[config.mk]
export PLATFORM = sky130hd
export DESIGN_NAME = irq_sched
export DESIGN_NICKNAME = d
export VERILOG_FILES = /design/src/rtl/irq_sched.sv
export SDC_FILE = /design/constraint.sdc
export NUM_CORES = 1
export LEC_CHECK = 0
export BUFFER_PORTS_ARGS = -buffer_cell sky130_fd_sc_hd__buf_4
export CORE_MARGIN = 2
export CORE_UTILIZATION = 44
export DETAILED_ROUTE_END_ITERATION = 12
export PLACE_DENSITY = 0.77
export SETUP_SLACK_MARGIN = 0.15
export SLEW_MARGIN = 15
export SYNTH_ARGS = -nofsm -noshare
export SYNTH_HDL_FRONTEND = slang
export SYNTH_SLANG_ARGS = --single-unit
[constraint.sdc]
create_clock -name clk -period 2.05 [get_ports clk]
set_input_delay 0.205 -clock clk [delete_from_list [all_inputs] [get_ports clk]]
set_output_delay 0.205 -clock clk [all_outputs]
set_load 0.005 [all_outputs]
[src/rtl/irq_sched.sv]
// irq_sched: memory-mapped six-source interrupt scheduler with mask, edge/level mode and one in-service slot
module irq_sched #(
  parameter int          N_SRC = 6,
  parameter logic [31:0] BASE  = 32'h0000_7f20
) (
  input  logic             clk,
  input  logic             reset,
  input  logic [31:0]      Addr,
  input  logic             WE,
  input  logic [31:0]      Din,
  output logic [31:0]      Dout,
  input  logic [N_SRC-1:0] irq_src,
  input  logic             irq_ack,
  output logic             cpu_irq,
  output logic [2:0]       irq_id,
  output logic             irq_active
);
  typedef enum logic [1:0] {IDLE, REQ, SERVICE} state_t;
  state_t state, state_n;
  logic [N_SRC-1:0] mask, mode, pend, prev, eff, elig, lsb, rise, clr, mode_chg, pend_n;
  logic ge, cs, wr_ctrl, wr_mode, wr_pend, eoi, take, unused_din;
  logic [2:0] win;
  assign unused_din = ^Din;
  assign cs       = (Addr >= BASE) && (Addr <= BASE + 32'd15);
  assign wr_ctrl  = WE && cs && Addr[3:2] == 2'd0;
  assign wr_mode  = WE && cs && Addr[3:2] == 2'd1;
  assign wr_pend  = WE && cs && Addr[3:2] == 2'd2;
  assign eoi      = WE && cs && Addr[3:2] == 2'd3;
  assign eff      = (mode & pend) | (~mode & irq_src);
  assign elig     = ge ? eff & mask : '0;
  assign lsb      = elig & (~elig + 1'b1);
  assign rise     = mode & irq_src & ~prev;
  assign take     = state == REQ && irq_ack && |elig;
  assign clr      = (wr_pend ? Din[N_SRC-1:0] & mode : '0) | (take ? lsb : '0);
  assign mode_chg = wr_mode ? Din[N_SRC-1:0] ^ mode : '0;
  // a new edge beats any clear in the same cycle; a mode flip always discards the latched edge
  assign pend_n   = ((pend & ~clr) | rise) & ~mode_chg;
  assign cpu_irq    = state == REQ;
  assign irq_active = state == SERVICE;
  always_comb begin
    win = '0;
    for (int i = N_SRC - 1; i >= 0; i--)
      if (elig[i]) win = 3'(i);
  end
  always_comb begin
    state_n = state;
    state_n = state == IDLE ? (|elig ? REQ : IDLE)
            : state == REQ  ? (take ? SERVICE : |elig ? REQ : IDLE)
            : (eoi ? IDLE : SERVICE);
  end
  always_ff @(posedge clk or negedge reset) begin
    if (!reset) begin
      state  <= IDLE;
      mask   <= '0;
      ge     <= 1'b0;
      mode   <= '0;
      pend   <= '0;
      prev   <= '0;
      irq_id <= '0;
    end else begin
      state <= state_n;
      prev  <= irq_src;
      pend  <= pend_n;
      if (wr_ctrl) begin
        mask <= Din[N_SRC-1:0];
        ge   <= Din[8];
      end
      if (wr_mode) mode <= Din[N_SRC-1:0];
      if (take) irq_id <= win;
    end
  end
  assign Dout = Addr[3:2] == 2'd0 ? (32'(mask) | {23'b0, ge, 8'b0})
              : Addr[3:2] == 2'd1 ? 32'(mode)
              : Addr[3:2] == 2'd2 ? 32'(eff)
              : {irq_active, 28'b0, irq_id};
endmodule

Yosys cells after proc, flatten, opt, wreduce, memory -nomap -nowiden. Index checks and enable logic that the tools add are counted.

Bits in registers: 30. Bits of input ports: 74. Output and inout port bits: 37. Logic and storage cells: 63.

Add/subtract/negate cells: 1. Order comparisons: 2. Equality and inequality tests: 5. Mux-type cells: 18. Bitwise logic cells: 19. Reduce and logical (&&, ||, !) cells: 11.

Operator list (number): $mux W32 (3); $and A6 B6 Y6 (9); $ge A32 B15 Y1 const B (1); $le A32 B15 Y1 const B (1); $not A6 Y6 (5); $mux W6 (4); $mux W3 (6); $or A6 B6 Y6 (3); $or A6 B9 Y9 (1); $logic_and A1 B1 Y1 (8); $mux W2 (4); $add A6 B1 Y6 const B (1); $eq A2 B2 Y1 const B (3); $reduce_or A6 Y1 (1); $xor A6 B6 Y6 (1); $eq A2 B1 Y1 const B (2); $logic_not A2 Y1 (2); $mux W1 (1).

Depth between registers and ports, before layout.
Depth in word-level cells: 14. Mapped depth: 6. Gate-level depth less buffers: 5.

Least setup slack after synthesis. Ideal clock, no wire load.

Kind: input-to-reg. Start point: in Addr[17]. End point: reg mode[1]. Setup time: 0.125 ns. Arrival time: 1.601 ns. Required time: 1.925 ns. Setup slack: 0.324 ns. Stages: 6. Buffers on the path: 1. Cell sequence: and4bb_2 nand4_1 or3_4 nor2_2 buf_4 mux2_2.

Longest elaborated chain between the ends: 4. Elaborated cells on any way between the ends: 5. Classes of those cells: 2 x order compare; 3 x reduce/logical.

RTL lines: start: declaration (line 8) `input logic [31:0] Addr,`; $ge A32 B15 Y1 or $le A32 B15 Y1 (tied branches) (line 24) `assign cs = (Addr >= BASE) && (Addr <= BASE + 32'd15);`; $logic_and A1 B1 Y1 * (line 24); $logic_and A1 B1 Y1 * (2 in series) (line 26) `assign wr_mode = WE && cs && Addr[3:2] == 2'd1;`; end signal: assignment (line 68) `if (wr_mode) mode <= Din[N_SRC-1:0];`; end: declaration (line 20) `logic [N_SRC-1:0] mask, mode, pend, prev, eff, elig, lsb, rise, clr, mode_chg, pend_n;`.

Mark *: on every way between the ends. The rest lies on a longest branch, timed or not. A chain may end at the register's enable or synchronous reset.

Final worst setup path.
Start point: reg mode[2]. End point: reg irq_id[0].

Longest elaborated chain between the ends: 8. Elaborated cells on any way between the ends: 11. Classes of those cells: 4 x mux; 5 x bitwise; 2 x reduce/logical.

RTL lines: $not A6 Y6 (line 29) `assign eff = (mode & pend) | (~mode & irq_src);`; $and A6 B6 Y6 (line 29); $or A6 B6 Y6 * (line 29); $and A6 B6 Y6 * (line 30) `assign elig = ge ? eff & mask : '0;`; $mux W6 * (line 30); $mux W3 (3 in series) (line 43) `if (elig[i]) win = 3'(i);`; end signal: assignment (line 69) `if (take) irq_id <= win;`; end: declaration (line 15) `output logic [2:0] irq_id,`.

Marks and branches as above.

==> metrics.cfg <==
[die]
placement_rows=24
chipHeight_um=70.4
die-area_um2=4960
ioPinCount=111
core_area_um2=4290
floorplan.initialDensity=0.452
chipWidth_um=70.4

[global_routing]
grt_overflow=0
grt_pass1_vias=1653
global_route.usage.total=0.193
grt_antenna_before_repair=0
grt_start_max_net_pins=31
grt_first_pass_wirelength_um=7490

[worst_setup_path]
worst_path_most_repeated_cell=o31ai_1
critical-path-max-stage-delay_ns=0.43
critPathCaptureType=flip-flop
crit_path_top_delay_cell=dfrtp_1
crit_type=flip-flop to flip-flop
worstPathCellList=mux2i_1, o22ai_1, o31ai_1, buf_4, nand2_1, o31ai_1
worstPathArrival_ns=1.95
cp_max_fo=5
path_delay_family=compound AO/OA/AOI/OAI gates
critPathLaunchType=flip-flop
data_required_critical_path_ns=2.24
crit_buf_inv=1

[route]
routed_via_density=5.33
routed_wire_length_per_instance_um=14.3
dr.first_iter.drc_count=67
wl_um=4600
drc=0
routed-via-count=1717
ant_nets=0
drt-pass1-iter-count=4

[power]
share_clk_of_total_power=0.389
cell_internal_pwr_mw=0.955
power.switching_mw=0.295
worst_vdd_ir_mv=0.397
design_power_total_mw=1.25
areal_power_density_over_the_cells_nw_per_um2=500
p_comb_frac=0.131
sw_frac_of_total=0.236
cellLeakagePower_nw=1.24
power_frac_seq=0.480

[sta]
hold-worst-slack_ns=0.0465
finalCriticalPeriod_ns=1.76
timing_hold_violations_final=0
tns_ns=0
max_freq_mhz=567
setup_viol=0
postLayoutSetupSlackWorst_ns=0.287
period_share=0.860
max_clock_skew_ns=0.00648
setup_repair_after_global_routing_missed_its_margin=true
max_slew_violation_count=0

[place]
detailedPlacementHpwl_um=3510
pre_cts_ws_ns=0.115
place_congestion=0.817
placed_cells=313
portBuffers=59

[synthesis]
synth_cells=201
synthTopCellsByArea=dfrtp_1, buf_4, mux2_2, ha_1, mux2i_1
asyncSetResetFlopFracSynth=1.00
post_synth_instance_area_um2=1940
yosysSeqAreaShare=0.387
ys_seq_elements=30
yosys.cell_types.count=39
synth.top_cells.by_count=dfrtp_1, buf_4, nand2_1
netlist.top_cell.by_area=dfrtp_1
syn_avg_cell_area_um2=9.66
synth_top_cell_area_share=0.387
leading_register_cell_type_out_of_synthesis=dfrtp_1
synthesis.yosys.warnings=0
yosys.cell_count.top_type=dfrtp_1
synth_edf_count=0

[cts]
numCtsBuffers=5
clk-insertion-delay-late_ns=0.29
cts_max_path_buffers=2
cts-htree-levels=2
root_buffer=clkbuf_8
cts_sinks=30
post_cts_buffers=0
tritoncts=built
path_clk_slew_ns=0.06

[finish]
layoutNonFillerInstCount=322
layout-area-overhead-vs-synth_pct=28.7
drive_above_1_share=0.352
nNetsFinal=349
antenna_cells_inserted=0

[run]
maxCapViolCount=0

[worst_hold_path]
min-delay-path-class=primary input to flip-flop

[outcome]
status=complete, no violations

[cell usage in the layout, fill, tap and decap left out, types with 2 or more instances in the layout]
cell / count
clkbuf_8: 6
o22ai_1: 3
o21ai_0: 2
ha_1: 6
a21oi_1: 8
nand2_1: 17
mux2i_1: 7
nor3_1: 5
nor2_1: 14
nand2b_1: 6
o41ai_1: 2
buf_4: 66
a2bb2oi_1: 6
a21o_1: 2
a31oi_1: 2
dfrtp_1: 30
nor2b_1: 6
nor4_1: 4
a211oi_1: 7
mux2_2: 15
nor3b_1: 2
o31ai_1: 3
and4b_1: 2
conb_1: 24
inv_1: 6
[state kept, by name, summed over array words and instances, names as in the netlist]
| name | cells |
|---|---|
| mode | 6 |
| pend | 6 |
| ge | 1 |
| state | 2 |
| mask | 6 |
| prev | 6 |
| irq_id | 3 |
[metrics by stage]
stage	instance area, um^2	util
after floorplan	2030	-
after global placement	2390	0.556
after detailed placement	2390	0.556
after CTS	2490	0.579
after global routing	2500	0.582
final	2500	0.582
[logic make-up (layout without fill, tap and decap cells)]
family / Yosys count / after routing / synth area share
compound gates: 40 / 40 / 0.145
fa+ha+maj: 6 / 6 / 0.0387
buf+inv: 35 / 81 / 0.116
flops: 30 / 30 / 0.387
mux: 22 / 22 / 0.123
other cells: 1 / 24 / 0.00193
simple gates: 67 / 67 / 0.189
[routing by layer]
layer | vias to the layer above | GRT usage | part of all wire
met1 | 802 | 0.230 | 0.40
met2 | 90 | 0.321 | 0.48
li1 | 818 | - | -
met5 | - | 0 | 0
met4 | 0 | 0.0620 | 0.014
met3 | 7 | 0.0707 | 0.10
[worst reg2reg max path: cells and delay by family (launching register included)]
family	cells	cell delay, ns
compound gates	3	0.62
buf+inv	1	0.20
flops	1	0.43
mux	1	0.36
simple gates	1	0.06
[layout make-up]
type / count / area [um^2]
clock buffer: 7 / 86.3
clock inverter: 1 / 5.00
fill: 394 / 1790
inverter: 6 / 22.5
multi-input combinational: 159 / 1060
sequential: 30 / 751
tap: 52 / 65.1
timing repair buffer: 67 / 505
[timing repair]
item                       4_1_cts  5_1_grt
hold buffers                     1        0
setup endpoints to repair        0        5
gates resized for setup          0        2
hold endpoints to repair        30        0
[path summary, 6_finish.rpt]
kind	from	endpoint	slack, ns	depth (start not counted)
worst max-delay path	mode[2]$_DFFE_PN0P_	irq_id[0]$_DFFE_PN0P_	0.29	6
worst min register to register	state[1]$_DFF_PN0_	state[0]$_DFF_PN0_	0.50	1
worst max register to register	mode[2]$_DFFE_PN0P_	irq_id[0]$_DFFE_PN0P_	0.29	6
max in group asynchronous	reset	mask[1]$_DFFE_PN0P_	1.39	2
worst min-delay path	irq_src[1]	prev[1]$_DFF_PN0_	0.05	1
min in group asynchronous	reset	prev[1]$_DFF_PN0_	0.38	2
[power by group through the flow]
| stage | sequential, mW | combinational, mW | clock [mW] |
|---|---|---|---|
| final | 0.600 | 0.164 | 0.486 |
| after global routing | 0.600 | 0.181 | 0.525 |
| after CTS | 0.600 | 0.165 | 0.498 |
| after detailed placement | 0.611 | 0.163 | 0 |
| after global placement | 0.610 | 0.160 | 0 |
| after floorplan | 0.610 | 0.0875 | 0 |
Power figures use the tool's default switching activity.
